$ cat src/rtl/hartslag_pkg.sv
// Shared types and defaults for the heartbeat ("hartslag") measurement path.
package hartslag_pkg;

    typedef enum logic [1:0] {
        IDLE    = 2'd0,
        ARM     = 2'd1,
        MEASURE = 2'd2
    } state_t;

    localparam int unsigned TICK_DIV_DEFAULT = 65536;
    localparam int unsigned CNT_W_DEFAULT    = 8;

endpackage

$ cat src/rtl/pulse_sync_edge.sv
// Two-flop synchroniser for an asynchronous level input plus rising-edge strobe.
module pulse_sync_edge (
    input  logic clk,
    input  logic reset,
    input  logic din,
    output logic rise_c
);

    logic sync1;
    logic sync2;
    logic sync3;

    always_ff @(posedge clk or posedge reset) begin
        if (reset) begin
            sync1 <= 1'b0;
            sync2 <= 1'b0;
            sync3 <= 1'b0;
        end else begin
            sync1 <= din;
            sync2 <= sync1;
            sync3 <= sync2;
        end
    end

    assign rise_c = sync2 & ~sync3;

endmodule

$ cat src/rtl/beat_interval_ctrl.sv
// Beat-to-beat interval timer with artefact rejection, loss detection and a
// moving average over 2^AVG_LOG2 accepted intervals.
module beat_interval_ctrl
    import hartslag_pkg::*;
#(
    parameter int unsigned TICK_DIV  = TICK_DIV_DEFAULT,
    parameter int unsigned CNT_W     = CNT_W_DEFAULT,
    parameter int unsigned MIN_TICKS = 20,
    parameter int unsigned MAX_TICKS = 250,
    parameter int unsigned AVG_LOG2  = 2
) (
    input  logic             clk,
    input  logic             reset,
    input  logic             enable,
    input  logic             pulse_in,
    output logic [CNT_W-1:0] avg_interval,
    output logic             avg_valid,
    output logic             locked,
    output logic             artefact,
    output logic             signal_lost
);

    localparam int unsigned PRE_W  = $clog2(TICK_DIV);
    localparam int unsigned DEPTH  = 1 << AVG_LOG2;
    localparam int unsigned SUM_W  = CNT_W + AVG_LOG2;
    localparam int unsigned FILL_W = $clog2(DEPTH + 1);

    state_t             state;
    state_t             state_nxt;
    logic               rise_c;
    logic               tick_c;
    logic               timeout_c;
    logic               accept_c;
    logic               reject_c;
    logic               clear_c;
    logic [PRE_W-1:0]   presc;
    logic [CNT_W-1:0]   cnt;
    logic [CNT_W-1:0]   win [DEPTH];
    logic [SUM_W-1:0]   sum;
    logic [FILL_W-1:0]  fill;
    logic               publish_pend;

    pulse_sync_edge u_sync (
        .clk    (clk),
        .reset  (reset),
        .din    (pulse_in),
        .rise_c (rise_c)
    );

    assign tick_c = (state == MEASURE) && (presc == PRE_W'(TICK_DIV - 1));

    always_ff @(posedge clk or posedge reset) begin
        if (reset) state <= IDLE;
        else       state <= state_nxt;
    end

    always_comb begin
        state_nxt = state;
        if (!enable) begin
            state_nxt = IDLE;
        end else begin
            case (state)
                IDLE:    state_nxt = ARM;
                ARM:     if (rise_c) state_nxt = MEASURE;
                MEASURE: if (timeout_c) state_nxt = ARM;
                default: state_nxt = IDLE;
            endcase
        end
    end

    // Timeout is evaluated before the edge so a coincident edge is dropped.
    always_comb begin
        timeout_c = 1'b0;
        accept_c  = 1'b0;
        reject_c  = 1'b0;
        clear_c   = ~enable;
        if (enable && state == MEASURE) begin
            timeout_c = tick_c && (cnt == CNT_W'(MAX_TICKS - 1));
            if (rise_c && !timeout_c) begin
                if (cnt < CNT_W'(MIN_TICKS)) reject_c = 1'b1;
                else                         accept_c = 1'b1;
            end
        end
    end

    always_ff @(posedge clk or posedge reset) begin
        if (reset)                                      presc <= '0;
        else if (state != MEASURE || accept_c || tick_c) presc <= '0;
        else                                            presc <= presc + PRE_W'(1);
    end

    always_ff @(posedge clk or posedge reset) begin
        if (reset)
            cnt <= '0;
        else if (state != MEASURE || accept_c)
            cnt <= '0;
        else if (tick_c && cnt != CNT_W'(MAX_TICKS))
            cnt <= cnt + CNT_W'(1);
    end

    // Averaging window: oldest entry leaves the running sum as the new one enters.
    always_ff @(posedge clk or posedge reset) begin
        if (reset) begin
            for (int unsigned i = 0; i < DEPTH; i++) win[i] <= '0;
            sum  <= '0;
            fill <= '0;
        end else if (clear_c || timeout_c) begin
            for (int unsigned i = 0; i < DEPTH; i++) win[i] <= '0;
            sum  <= '0;
            fill <= '0;
        end else if (accept_c) begin
            win[0] <= cnt;
            for (int unsigned i = 1; i < DEPTH; i++) win[i] <= win[i-1];
            sum <= sum + SUM_W'(cnt) - SUM_W'(win[DEPTH-1]);
            if (fill != FILL_W'(DEPTH)) fill <= fill + FILL_W'(1);
        end
    end

    always_ff @(posedge clk or posedge reset) begin
        if (reset) publish_pend <= 1'b0;
        else       publish_pend <= accept_c;
    end

    always_ff @(posedge clk or posedge reset) begin
        if (reset) begin
            avg_interval <= '0;
            avg_valid    <= 1'b0;
            locked       <= 1'b0;
            artefact     <= 1'b0;
            signal_lost  <= 1'b0;
        end else begin
            avg_valid <= 1'b0;
            artefact  <= reject_c;
            if (clear_c) begin
                locked      <= 1'b0;
                signal_lost <= 1'b0;
            end else if (timeout_c) begin
                locked      <= 1'b0;
                signal_lost <= 1'b1;
            end else begin
                if (accept_c) signal_lost <= 1'b0;
                if (publish_pend && fill == FILL_W'(DEPTH)) begin
                    avg_interval <= CNT_W'(sum >> AVG_LOG2);
                    avg_valid    <= 1'b1;
                    locked       <= 1'b1;
                end
            end
        end
    end

endmodule

$ cat config.mk
export PLATFORM = sky130hd
export DESIGN_NAME = beat_interval_ctrl
export DESIGN_NICKNAME = d
export VERILOG_FILES = /design/src/rtl/hartslag_pkg.sv /design/src/rtl/pulse_sync_edge.sv /design/src/rtl/beat_interval_ctrl.sv
export SDC_FILE = /design/constraint.sdc
export NUM_CORES = 1
export LEC_CHECK = 0
export BUFFER_PORTS_ARGS = -buffer_cell sky130_fd_sc_hd__buf_2
export CAP_MARGIN = 20
export CORE_ASPECT_RATIO = 2
export CORE_MARGIN = 2
export CORE_UTILIZATION = 61
export DETAILED_ROUTE_END_ITERATION = 8
export PLACE_DENSITY = 0.79
export SYNTH_ARGS = -nofsm -noshare
export SYNTH_HDL_FRONTEND = slang
export SYNTH_SLANG_ARGS = --single-unit
$ cat constraint.sdc
create_clock -name clk -period 3.4 [get_ports clk]
set_clock_uncertainty 0.05 [all_clocks]
set_input_delay 0.17 -clock clk [delete_from_list [all_inputs] [get_ports clk]]
set_output_delay 0.17 -clock clk [all_outputs]
set_load 0.1 [all_outputs]
==> results.md <==
GRT
• Total GRT Usage: 22.60%
• number of global-route vias before repair: 2903
• grt ovf: 0
• maximum number of pins on one net before global-route repair: 40
• initial antenna violation count: 0
• wire length of the first global-routing pass: 13.25 mm

STA
• final number of max-transition violations: 0
• Fin Hold WS: 0.04774 ns
• RSZ-0062 raised after global routing: false
• fmax: 0.3510 GHz
• period utilization: 83.79%
• worst slew margin relative to its limit: 46.62%
• accumulated negative setup slack: 0 ns
• Hold Fails Final Rpt: 0
• post-route minimum period: 2.849 ns
• pin slew with the least headroom to its limit: 0.8007 ns
• final setup fails: 0

Drt
• detail-routed net length per standard cell: 15.11 microns
• number of antenna-violating nets in the routed design: 0
• Residual DRC: 0
• Final Routed Wirelength: 7.527 mm
• count of TritonRoute iterations in the first routing pass: 4
• number of violations reported at the end of detailed-routing iteration 0: 169
• via count: 2790
• via density per instance: 5.602

CTS
• Longest Clk Path Bufs: 2
• clk slew on worst S/H paths: 0.06 ns
• number of buffers added for setup after CTS: 0
• clock tree root driver cell: sky130_fd_sc_hd__clkbuf_16
• post-cts hold buffer count: 2
• TritonCTS clock tree: yes
• clock latency on the worst-skew pair: 0.34 ns
• count of clock tree sinks: 87
• htree depth: 3
• PostCTS Resize Cnt: 0
• TritonCTS buffer count: 9

Layout
• number of diodes: 0
• leading cell type in the layout, fill and taps excluded: sky130_fd_sc_hd__dfrtp_1
• proportion of layout cells with a drive suffix above 1: 11.52%
• layout filler cell count: 542
• growth of design area from synthesis to finish: 10.00%
• Final Non-Filler Cells: 498
• leading cell types in the layout, fill and taps excluded: sky130_fd_sc_hd__dfrtp_1, sky130_fd_sc_hd__inv_1, sky130_fd_sc_hd__nor2_1
• NumNets Final: 431

Synth
• proportion of synthesized chip area in sequential cells: 51.49%
• synthesized area per cell: 11.01 sq um
• cell area after technology mapping: 4228 sq um
• number of distinct library cells after synthesis: 42
• EDFF count, synth: 0
• Top FF cell, synth: sky130_fd_sc_hd__dfrtp_1
• cells after synthesis: 384
• flip-flop and latch count after synthesis: 87
• asr flop ratio synth: 100.0%
• number of warnings issued by yosys: 0
• net count after synthesis: 412

Pwr
• power density over the cells: 428.7 nW/um^2
• combinational group share of total power: 2.3%
• Int Pwr: 1582 uW
• relative contribution of the clock network to total power: 45.5%
• Sequential Power Share: 52.3%
• Switch Pwr: 411.7 uW
• switching share of power: 20.65%
• leakage: 0.002226 uW
• maximum vdd ir drop: 0.3389 mV
• total power: 1994 uW

Placed design
• DP HPWL: 5.340 mm
• number of I/O port buffers: 15
• GPL Wtd Cong: 0.8609
• number of placed instances, taps included: 480

Floorplan
• Core ar.: 6833 sq um
• overall die area: 7653 sq um
• total I/O pin count: 16
• chip height: 121.7 microns
• effective utilization at floorplan: 61.88%
• x dimension of the die: 62.87 microns
• placement row count: 43

Setup path
• required time of the critical path: 3.59 ns
• critical path startpoint category: flip-flop
• top fanout value on the critical path: 4
• critical path start-end classification: reg -> reg
• type of destination of the critical path: flip-flop
• CP Data Arrival Time: 3.03 ns

Flow run
• max-cap violations: 0

Status
• run status: finished clean

Min path
• Hold WC Path Type: in -> reg

-- power by group through the flow --
stage          combinational [uW]  clock [uW]  sequential [uW]
6_report                     44.9         907             1040
5_1_grt                      52.2         966             1040
4_1_cts                      46.4         927             1040
3_5_place_dp                 45.1           0             1060
3_3_place_gp                 43.7           0             1060
2_1_floorplan                34.2           0             1060
-- metrics by stage --
step	worst slack (ns)	area [sq um]	utilization, %
after detailed placement	0.5790	4353	63.71
final	0.5511	4651	68.06
after global placement	0.7101	4353	63.71
after floorplan	0.8053	4228	-
after CTS	0.5703	4651	68.06
after global routing	0.3672	4651	68.06
-- sequential cells by signal (all words and copies together), names as in the netlist --
signal / count
artefact: 1
avg_interval: 8
avg_valid: 1
cnt: 8
fill: 3
locked: 1
presc: 16
publish_pend: 1
signal_lost: 1
state: 2
sum: 10
u_sync.sync1: 1
u_sync.sync2: 1
u_sync.sync3: 1
win: 32
-- final timing paths --
path,to,slack [ns],depth (start not counted),start
max,sum[9],0.55,10,cnt[1]
min,state[0],0.05,2,enable
max reg2reg,sum[9],0.55,10,cnt[1]
min reg2reg,u_sync.sync2,0.31,0,u_sync.sync1
max in group asynchronous,sum[5],2.16,4,reset
min in group asynchronous,win[25],0.40,3,reset
-- cells in the mapped netlist (3+ instances only) --
library cell	number	area, sq um
sky130_fd_sc_hd__mux2_2	9	101.4
sky130_fd_sc_hd__and4_1	6	52.55
sky130_fd_sc_hd__nand3_1	12	60.06
sky130_fd_sc_hd__nand2_1	28	105.1
sky130_fd_sc_hd__xor2_1	13	113.9
sky130_fd_sc_hd__o21ai_0	19	95.09
sky130_fd_sc_hd__fa_1	8	160.2
sky130_fd_sc_hd__and3_1	8	50.05
sky130_fd_sc_hd__nor2b_1	3	18.77
sky130_fd_sc_hd__inv_1	40	150.1
sky130_fd_sc_hd__a21oi_1	9	45.04
sky130_fd_sc_hd__buf_6	6	67.56
sky130_fd_sc_hd__buf_2	4	20.02
sky130_fd_sc_hd__xnor2_1	16	140.1
sky130_fd_sc_hd__nor2_1	33	123.9
sky130_fd_sc_hd__a22o_1	28	245.2
sky130_fd_sc_hd__dfrtp_1	87	2177
sky130_fd_sc_hd__nand4_1	4	25.02
sky130_fd_sc_hd__ha_1	16	200.2
sky130_fd_sc_hd__and2_1	7	43.79
-- cell type report --
| class | count | area [sq um] | share of cell area, % |
|---|---|---|---|
| sequential | 87 | 2177 | 46.81 |
| multi-input combinational | 244 | 1798 | 38.66 |
| clock buffer | 13 | 260.3 | 5.596 |
| inverter | 41 | 155.1 | 3.336 |
| timing repair buffer | 20 | 130.1 | 2.798 |
| tap | 90 | 112.6 | 2.421 |
| clock inverter | 3 | 17.52 | 0.3766 |
-- worst max-delay path, stage by stage, from the launching register on --
cell and delay, ns:
sky130_fd_sc_hd__dfrtp_1 0.41, sky130_fd_sc_hd__inv_1 0.12, sky130_fd_sc_hd__fa_1 0.55, sky130_fd_sc_hd__inv_1 0.07
sky130_fd_sc_hd__ha_1 0.31, sky130_fd_sc_hd__a211oi_1 0.30, sky130_fd_sc_hd__o211a_1 0.22, sky130_fd_sc_hd__nor2_1 0.07
sky130_fd_sc_hd__a311oi_1 0.36, sky130_fd_sc_hd__o21bai_1 0.10, sky130_fd_sc_hd__a22o_1 0.18
-- per-layer routing --
metal,routed length [microns],global-route usage [%]
met5,0,0
met4,210,10.83
met3,232,6.094
met2,3877,37.37
met1,3206,27.26
-- cell families (layout without fill, tap and decap cells) --
| kind of cell | count (synthesis) | count (layout) | synth area share, % |
|---|---|---|---|
| muxes | 9 | 9 | 2.397 |
| buffers and inverters | 53 | 77 | 5.978 |
| adders and majority gates | 24 | 24 | 8.523 |
| and+or+nand+nor | 110 | 110 | 13.35 |
| AOI/OAI and AO/OA | 72 | 72 | 12.25 |
| xor gates and xnor gates | 29 | 29 | 6.008 |
| DFF | 87 | 87 | 51.49 |
Power figures use the tool's default switching activity.
